**src/rtl/uart_pkg.sv**
```systemverilog
// uart_pkg: state encoding and default framing constants shared by the UART transmitter and receiver
package uart_pkg;
   localparam int OVERSAMPLE  = 16;
   localparam int DBIT_DEF    = 8;
   localparam int SB_TICK_DEF = 16;
   typedef logic [2:0] state_t;
   localparam state_t IDLE   = 3'd0;
   localparam state_t START  = 3'd1;
   localparam state_t DATA   = 3'd2;
   localparam state_t PARITY = 3'd3;
   localparam state_t STOP   = 3'd4;
endpackage

```
**src/rtl/uart_tx.sv**
```systemverilog
// uart_tx: 16x-oversampled UART transmitter, start/DBIT data LSB first/stop; define UART_TX_PARITY_EN to insert an even parity bit
module uart_tx
   import uart_pkg::*;
#(
   parameter int DBIT    = DBIT_DEF,
   parameter int SB_TICK = SB_TICK_DEF
) (
   input  logic            clk,
   input  logic            reset,
   input  logic            i_ticks,
   input  logic            i_tx_start,
   input  logic [DBIT-1:0] i_data_byte,
   output logic            o_tx,
   output logic            o_tx_busy,
   output logic            o_tx_done
);
   localparam int SW = (SB_TICK > OVERSAMPLE) ? $clog2(SB_TICK) : $clog2(OVERSAMPLE);
   localparam int NW = $clog2(DBIT);
   state_t          state_q, state_d;
   logic [SW-1:0]   s_q, s_d;
   logic [NW-1:0]   n_q, n_d;
   logic [DBIT-1:0] sh_q, sh_d;
   logic            tx_q, tx_d;
   logic            bit_end, done;
`ifdef UART_TX_PARITY_EN
   logic            par_q;
`endif
   assign bit_end   = i_ticks && (s_q == SW'(OVERSAMPLE - 1));
   assign o_tx      = tx_q;
   assign o_tx_busy = (state_q != IDLE);
   assign o_tx_done = done;
   // next-state: tick counter runs on every tick, each state leaves on its final tick
   always_comb begin
      state_d = state_q;
      s_d     = i_ticks ? s_q + SW'(1) : s_q;
      n_d     = n_q;
      sh_d    = sh_q;
      done    = 1'b0;
      case (state_q)
         IDLE: begin
            s_d = '0;
            if (i_tx_start) begin
               state_d = START;
               sh_d    = i_data_byte;
            end
         end
         START: if (bit_end) begin
            s_d     = '0;
            n_d     = '0;
            state_d = DATA;
         end
         DATA: if (bit_end) begin
            s_d  = '0;
            sh_d = sh_q >> 1;
            if (n_q == NW'(DBIT - 1))
`ifdef UART_TX_PARITY_EN
               state_d = PARITY;
`else
               state_d = STOP;
`endif
            else
               n_d = n_q + NW'(1);
         end
`ifdef UART_TX_PARITY_EN
         PARITY: if (bit_end) begin
            s_d     = '0;
            state_d = STOP;
         end
`endif
         STOP: if (i_ticks && s_q == SW'(SB_TICK - 1)) begin
            s_d     = '0;
            state_d = IDLE;
            done    = 1'b1;
         end
         default: state_d = IDLE;
      endcase
   end
   // line level follows the state being entered so o_tx can be a plain flop
   always_comb begin
      tx_d = (state_d == START) ? 1'b0 :
             (state_d == DATA)  ? sh_d[0] :
`ifdef UART_TX_PARITY_EN
             (state_d == PARITY) ? par_q :
`endif
             1'b1;
   end
   // state, counters, shift register and line flop
   always_ff @(posedge clk or posedge reset) begin
      if (reset) begin
         state_q <= IDLE;
         s_q     <= '0;
         n_q     <= '0;
         sh_q    <= '0;
         tx_q    <= 1'b1;
      end else begin
         state_q <= state_d;
         s_q     <= s_d;
         n_q     <= n_d;
         sh_q    <= sh_d;
         tx_q    <= tx_d;
      end
   end
`ifdef UART_TX_PARITY_EN
   // even parity of the accepted byte, captured alongside the shift register
   always_ff @(posedge clk or posedge reset) begin
      if (reset) par_q <= 1'b0;
      else if (state_q == IDLE && i_tx_start) par_q <= ^i_data_byte;
   end
`endif
endmodule
```
**config.mk**
```make
export PLATFORM = sky130hd
export DESIGN_NAME = uart_tx
export DESIGN_NICKNAME = d
export VERILOG_FILES = /design/src/rtl/uart_pkg.sv /design/src/rtl/uart_tx.sv
export SDC_FILE = /design/constraint.sdc
export NUM_CORES = 1
export LEC_CHECK = 0
export CAP_MARGIN = 20
export CORE_MARGIN = 8
export CORE_UTILIZATION = 55
export CTS_BUF_LIST = sky130_fd_sc_hd__clkbuf_8
export CTS_CLUSTER_DIAMETER = 200
export CTS_CLUSTER_SIZE = 30
export DETAILED_ROUTE_END_ITERATION = 16
export HOLD_SLACK_MARGIN = 0.03
export PLACE_DENSITY = 0.86
export RECOVER_POWER = 25
export SYNTH_ARGS = -nofsm -noshare
export SYNTH_HDL_FRONTEND = slang
export SYNTH_SLANG_ARGS = --single-unit
```
**constraint.sdc**
```tcl
create_clock -name clk -period 2.6 [get_ports clk]
set_clock_uncertainty 0.2 [all_clocks]
set_input_delay 0.52 -clock clk [delete_from_list [all_inputs] [get_ports clk]]
set_output_delay 0.52 -clock clk [all_outputs]
set_load 0.02 [all_outputs]
```
==> run summary, run 1 <==
The flow ran to the end, and the final reports show no timing, DRC or antenna violations. The clock transition time at the flip-flop clock pins of the worst setup and hold paths came out at 0.07 ns. The logs give 0 for the number of max-cap violations and 15 for the site row count. For the total global routing overflow, the log shows 0. TritonCTS built the clock tree. The global-route usage over all layers was 12.3%. The min-delay analysis places its worst path in the category flip-flop to flip-flop.

In the synthesized netlist the async set-or-reset flop fraction comes to 100%. Fill cells in the final layout number 134. In this run the tightest slew margin relative to its limit is 52.4%. Slew at the pin closest to its max-slew limit: 0.713 ns.

The number of DRC markers after the initial detailed-route iteration was 16; the final setup violation count was 0. Setup repair after global routing left no endpoint under its margin. The logs give 0 for the number of antenna violations at the first check in global routing and 1 for the post-cts repair resize count.

The run gives 1.97 mm as the final wirelength. For the worst path setup slack after routing, the log shows 0.0761 ns. Ranked by total cell area, the synthesized netlist is headed by sky130_fd_sc_hd__dfrtp_1, sky130_fd_sc_hd__nand2_1, sky130_fd_sc_hd__a22oi_1.

The share of Yosys cell area claimed by the top area cell type works out to 45.6%. The worst hold-check slack came out at 0.283 ns. Once the floorplan was initialized, standard cells occupied 57.8% of the core. The fraction of the cycle the final worst path needs is 97.1%. The maximum fanout along the worst path works out to 12.

Slack of the worst reg-to-reg path: 0.56 ns. Summed over all cells, the static leakage comes to 0.557 nW. The sequential fraction of the synthesis area was 48.3%; the total standard cell area after synthesis was 987 um2. In this run the remaining antenna-violating nets after routing total 0. The worst register-to-register path begins at n_q[0].

After floorplanning, the core was sized to cover 0.00171 mm2. The die boundary height was 58.4 um; the source-to-sink clock delay at the later pin of the worst-skew pair was 0.26 ns. Port buffering added 14 buffers.

Prior to clock tree synthesis, the placed netlist has a worst setup slack of -0.0776 ns. The sequential cells in the finished layout cover a total of 478 um2. The area growth from synthesis to layout is 22.9%.

After detailed routing, the average wire length per cell comes to 14.4 um. The placed wire-length estimate after detailed placement came out at 1.47 mm. The tools report the beginning of the critical path as state_q[1]. For the number of clock sinks seen by CTS, the log shows 19. In this run the critical register-to-register path is captured at n_q[0]. Buffers inserted during clock tree synthesis total 3. Die span in x: 58.4 um. The number of buffers added to fix hold violations after cts is 0.

The number of detailed-routing iterations run before antenna repair was 4. In this run the deepest clock path goes through 2 buffers. In the final layout, the share of cells above drive strength 1 is 19.6%.

The number of enable-type register cells in the synthesized netlist works out to 0. The average instance area after synthesis is 10.7 um2. For the number of setup buffers added after CTS, the log shows 0.

The critical path in this run is classified as flip-flop to output pin. Timing would allow up to 0.396 GHz. The critical path ends at o_tx_busy. The clock period minus final worst setup slack is 2.52 ns, and the data arrival time of the worst path is 1.80 ns. Synthesis inferred 19 register bits.

The run gives 107 as the net count of the mapped netlist. Buffer type at the clock tree root: sky130_fd_sc_hd__clkbuf_8. The dominant cell type by area after synthesis is sky130_fd_sc_hd__dfrtp_1. The tools report the die area as 0.00341 mm2.

The logs give 0.810 for the routability-driven placement congestion ratio and 20 for the maximum number of pins on one net before global-route repair. The run gives 766 as the via count of the first global-routing pass. Among all flip-flop cells after synthesis, the most frequent one is sky130_fd_sc_hd__dfrtp_1. The worst setup path is launched from a flip-flop.

Dividing total power by cell area gives a power density of 828 mW/mm2. The path depth of the worst reg2reg path came out at 5. Synthesis instantiated 36 different standard cells from the library.

The run gives 0 as the antenna cell count. The data required time of the worst path was 1.88 ns; the total via count after detailed routing was 747. In the routed design, unresolved DRC markers number 0. The H-tree depth is 1, and the area of combinational cells with multiple inputs is 464 um2. The worst-case IR drop observed on VDD is 640 uV.

Leaving out fill and tap cells, the most frequent cells in the layout are sky130_fd_sc_hd__nand2_1, sky130_fd_sc_hd__dfrtp_1, sky130_fd_sc_hd__clkdlybuf4s50_1. The tools report the number of pins exceeding their max-slew limit in the final report as 0. The count of warnings emitted by yosys was 0. The first global-routing pass estimated 3.26 mm of wire.

Counting every instance in the synthesized netlist gives 92. The final layout contains 128 nets. The tools report the hold violation total from the final report as 0. The worst setup path is captured at an output pin.

Dividing the detail-routed via count by the number of cells gives 5.45. In this run the count of I/O pins placed on the die edge is 15.
## critical path: stages, from the launching register on
cell and delay, ns:
sky130_fd_sc_hd__dfrtp_1 0.51, sky130_fd_sc_hd__or3_2 0.49, sky130_fd_sc_hd__clkdlybuf4s50_1 0.55
## flip-flops by register name (all words and copies together) (netlist names)
register,cells
n_q,3
sh_q,8
state_q,3
s_q,4
o_tx,1
## through the flow
step | utilization [%] | setup TNS (ns) | total power, mW | cell area, um2 | std cells
floorplan | - | 0 | 0.704 | 987 | 92
CTS | 71.0 | 0 | 1.01 | 1210 | 137
detailed placement | 68.4 | -0.0776 | 0.804 | 1170 | 133
global route | 71.1 | 0 | 1.06 | 1210 | 137
global placement | 68.4 | -0.0668 | 0.776 | 1170 | 133
finish | 71.1 | 0 | 1.01 | 1210 | 137
## cell type report
class                           instances  area share [%]
Tap cell                               25            2.58
Sequential cell                        19            39.4
Clock buffer                            3            3.40
Multi-Input combinational cell         65            38.2
Clock inverter                          1           0.309
Inverter                                5            1.55
Timing Repair Buffer                   19            14.5
## cells in the mapped netlist (all sizes together), types with 2 or more instances
master,n
a22oi,6
a21oi,3
buf,3
nor2,9
nand2,17
ha,3
xor2,2
nand4,2
mux2i,3
nor3,2
dfrtp,18
inv,5
or3b,2
## cells by family after synthesis
kind of cell | share of synthesized area, %
buffers and inverters | 4.69
adder cells (fa/ha/maj) | 4.82
AO/OA/AOI/OAI | 13.1
flip-flops | 48.3
AND/OR/NAND/NOR | 22.3
XOR/XNOR | 2.66
multiplexers | 4.18
## power breakdown
group	switching, mW	total [mW]	internal (mW)
sequential	0.0864	0.497	0.410
combinational	0.152	0.305	0.153
clock	0.0983	0.203	0.105
total	0.337	1.01	0.669
## metal layers
layer / part of all wire (%) / up-vias / global-route usage [%]
met4: 1.4 / 0 / 6.64
met2: 49 / 20 / 20.6
met5: 0 / - / 0
met3: 3.2 / 4 / 3.04
met1: 47 / 360 / 14.1
li1: - / 363 / -
## worst min-delay path by stage
stage / startpoint / end / depth (start not counted)
3_3_place_gp: sh_q[3] / sh_q[3] / 2
6_report: sh_q[3] / sh_q[3] / 2
4_1_cts: sh_q[3] / sh_q[3] / 2
2_1_floorplan: sh_q[2] / sh_q[2] / 2
3_5_place_dp: sh_q[3] / sh_q[3] / 2
5_1_grt: sh_q[5] / sh_q[5] / 2
(Power assumes the default switching activity.)
==> run 2: changes to the inputs <==
--- a/config.mk
+++ b/config.mk
@@ -10,7 +10,6 @@
 export CORE_UTILIZATION = 55
 export CTS_BUF_LIST = sky130_fd_sc_hd__clkbuf_8
 export CTS_CLUSTER_DIAMETER = 200
-export CTS_CLUSTER_SIZE = 30
 export DETAILED_ROUTE_END_ITERATION = 16
 export HOLD_SLACK_MARGIN = 0.03
 export PLACE_DENSITY = 0.86
==> results of run 2 <==
The final DEF is identical to that of run 1; final timing and power are the same.
==> run 3: changes to the inputs <==
--- a/config.mk
+++ b/config.mk
@@ -14,6 +14,8 @@
 export HOLD_SLACK_MARGIN = 0.03
 export PLACE_DENSITY = 0.86
 export RECOVER_POWER = 25
+export SETUP_SLACK_MARGIN = 0.3
 export SYNTH_ARGS = -nofsm -noshare
 export SYNTH_HDL_FRONTEND = slang
 export SYNTH_SLANG_ARGS = --single-unit
+export TNS_END_PERCENT = 30
==> run 3 against run 2 <==
Effect of this change:
- final cell count up 1.5%
- setup slack better by 0.28 ns
- combinational power up 9.2%
- critical path type unchanged
- largest cell class unchanged
==> run summary, run 3 (synthesis results as in run 1) <==
The tools report the static leakage power as 0.560 nW (was 0.557 nW). The average detailed-routed wire length per instance was 14.5 um (was 14.4 um). The run gives 0.680 mW (was 0.669 mW) as the total internal power. Nature of the critical path endpoint: an output pin (unchanged). Number of filler instances in the final layout: 135 (was 134). The total via count after detailed routing was 768 (was 747). For the total global routing overflow, the log shows 0 (unchanged).

The delay of the slowest cell on the worst path is 0.49 ns (was 0.55 ns), and the area after detailed placement is 0.00117 mm2 (unchanged). The cell with the biggest individual delay on the critical path was sky130_fd_sc_hd__dfrtp_2 (was sky130_fd_sc_hd__clkdlybuf4s50_1). The worst hold path endpoint is sh_q[3] (unchanged). The die span in x came out at 58.4 um (unchanged).

The kind of start point of the critical path was a flip-flop (unchanged). The switching fraction of total power was 33.4% (was 33.5%); the number of max-cap violations was 0 (unchanged). The run gives 2.02 mm (was 1.97 mm) as the final wirelength. Critical Path, Cell by Cell: or3_2, dlygate4sd2_1 (was or3_2, clkdlybuf4s50_1).

The tools report the remaining antenna violation count as 0 (unchanged). The number of clock sinks seen by CTS was 19 (unchanged); the maximum fanout along the worst path was 12 (unchanged). Setup repair after global routing could not meet its margin everywhere. For the number of detailed-routing iterations run before antenna repair, the log shows 4 (unchanged).

The tools report the switching power as 0.340 mW (was 0.337 mW). The source of the worst hold timing path was sh_q[3] (unchanged). The synthesis-to-layout area growth works out to 24.1% (was 22.9%). The tools report the power share of the sequential group as 47.5% (was 49.4%).

Buffer type at the clock tree root: sky130_fd_sc_hd__clkbuf_8 (unchanged). The reg-to-reg critical path startpoint was n_q[0] (unchanged). The tools report the number of clock buffers inserted by TritonCTS as 3 (unchanged). The terminus of the critical flop-to-flop path was n_q[0] (unchanged).

The classification of the worst-slack hold path is flip-flop to flip-flop (unchanged). The classification of the worst setup path is flip-flop to output pin (unchanged). The path depth of the worst reg2reg path came out at 5 (unchanged). The tools report the die area as 0.00341 mm2 (unchanged).

The H-tree depth came out at 1 (unchanged). The net count of the finished layout is 130 (was 128), and the routed via count divided by cell count is 5.53 (was 5.45). The flow ran to the end, and the final reports show no timing, DRC or antenna violations. Clock period minus final worst setup slack: 2.25 ns (was 2.52 ns).

The effective utilization at floorplan came out at 57.8% (unchanged). The wire length of the first global-routing pass was 3.26 mm (unchanged). Number of ports placed on the die boundary: 15 (unchanged). For the routability-driven placement congestion ratio, the log shows 0.810 (unchanged).

The number of port buffers is 14 (unchanged). TritonCTS built the clock tree. The tools report the data arrival time of the worst path as 1.53 ns (was 1.80 ns). The number of buffers and inverters on the critical path was 1 (unchanged); the final standard cell utilization of the core was 71.7% (was 71.1%). The logs give 0 (unchanged) for the remaining routing DRC violations and 32.6% (was 30.4%) for the combinational power share. The fraction of the cycle the final worst path needs was 86.5% (was 97.1%); the final setup violation count was 0 (unchanged). The logs give 0 (unchanged) for the number of pins exceeding their max-slew limit in the final report and 19.9% (was 20.2%) for the relative contribution of the clock network to total power. The number of DRC markers after the initial detailed-route iteration is 16 (unchanged). The flip-flop count of the largest register after layout came out at 8 (unchanged). The global-route usage over all layers was 12.3% (unchanged); the number of antenna violations at the first check in global routing was 0 (unchanged). For the maximum number of pins on one net before global-route repair, the log shows 20 (unchanged).

The power density relative to cell area was 833 mW/mm2 (was 828 mW/mm2). The run gives 0.00122 mm2 (was 0.00121 mm2) as the final design area excluding fillers. The source-to-sink clock delay at the later pin of the worst-skew pair is 0.26 ns (about the same). Leading registers by flop count: sh_q: 8 flops, s_q: 4 flops (unchanged). The run gives 642 uV (was 640 uV) as the largest voltage drop on the vdd net. Leaving out fill and tap cells, the most frequent cell in the layout is sky130_fd_sc_hd__nand2_1. The tools report the floorplan core area as 0.00171 mm2 (unchanged).

The largest delay contributor family on the critical path is flip-flops (was buffers and inverters). The slew at the pin closest to its max-slew limit came out at 0.715 ns (was 0.713 ns). The worst slew margin relative to its limit came out at 52.3% (was 52.4%). The site row count is 15 (unchanged). Leading cell types in the layout, fill and taps excluded: sky130_fd_sc_hd__nand2_1, sky130_fd_sc_hd__dfrtp_1, sky130_fd_sc_hd__clkdlybuf4s50_1 (unchanged). The data required time of the worst path is 1.88 ns (about the same). The run gives 766 (unchanged) as the via count of the first global-routing pass. Share of post-route cells with drive strength above 1: 22.8% (was 19.6%).

The clock transition time at the flip-flop clock pins of the worst setup and hold paths is 0.07 ns (about the same), and the achievable frequency is 0.445 GHz (was 0.396 GHz). The die boundary height works out to 58.4 um (unchanged). The most flop-heavy register was sh_q (unchanged). The maximum buffer depth of the clock tree came out at 2 (unchanged). The run gives 0.56 ns (about the same) as the slack of the worst reg-to-reg path. The tools report the placed wire-length estimate after detailed placement as 1.47 mm (unchanged). The antenna cell count came out at 0 (unchanged). The number of buffers added to fix hold violations after cts is 0 (unchanged). The number of cells traversed by the worst hold path came out at 2 (unchanged). Hold violation total from the final report: 0 (unchanged).
[run 3: cell count changes in the layout (fill, tap and decap cells not counted), sizes merged]
| cell | change |
|---|---|
| buf | +3 |
| clkdlybuf4s50 | -1 |
[run 3: how the worst max path moves through the flow]
stage,from,end,depth (start not counted)
3_3_place_gp,i_ticks,o_tx_done,4
5_1_grt,i_ticks,o_tx_done,4
6_report,state_q[1],o_tx_busy,2
2_1_floorplan,s_q[0],o_tx_done,3
4_1_cts,i_ticks,o_tx_done,4
3_5_place_dp,i_ticks,o_tx_done,4
[run 3: what timing repair did]
action | 4_1_cts | 5_1_grt
gates resized for setup | 4 | 4
setup buffers | 0 | 2
setup endpoints to repair | 2 | 2
cloned | 0 | 0
[run 3: through the flow]
stage,setup TNS (ns),cells,power [mW],setup slack [ns],hold WS [ns]
2_1_floorplan,0,92,0.704,0.495,0.246
3_3_place_gp,-0.0668,133,0.776,-0.0668,0.263
3_5_place_dp,-0.0776,133,0.804,-0.0776,0.269
4_1_cts,0,137,1.00,0.219,0.286
5_1_grt,0,139,1.08,0.288,0.313
6_report,0,139,1.02,0.352,0.283
[run 3: layer usage]
metal | vias up | GRT usage (%) | wire [um]
met5 | - | 0 | 0
met4 | 0 | 6.64 | 44
met3 | 6 | 3.04 | 90
met2 | 27 | 20.6 | 951
met1 | 367 | 14.1 | 929
li1 | 368 | - | -
[run 3: power groups by stage]
stage               logic [mW]  registers, mW  clock network (mW)
floorplan                0.226          0.478                   0
detailed placement       0.303          0.501                   0
finish                   0.333          0.484               0.203
CTS                      0.303          0.497               0.204
global route             0.371          0.494               0.211
global placement         0.283          0.492                   0
[run 3: tightest hold or removal path: stages, from the launching register on]
cell and delay, ns:
sky130_fd_sc_hd__dfrtp_1 0.35, sky130_fd_sc_hd__nand2_1 0.05, sky130_fd_sc_hd__nand2_1 0.05
[run 3: final cells by class]
cell class              instances  area (um2)  share of cell area, %
multi-input cells              65         464                   37.9
repair buffers                 21         186                   15.2
flip-flops and latches         19         479                   39.1
clock buffers                   3        41.3                   3.37
well taps                      25        31.3                   2.55
clock inverters                 1        3.75                  0.306
inverters                       5        18.8                   1.53
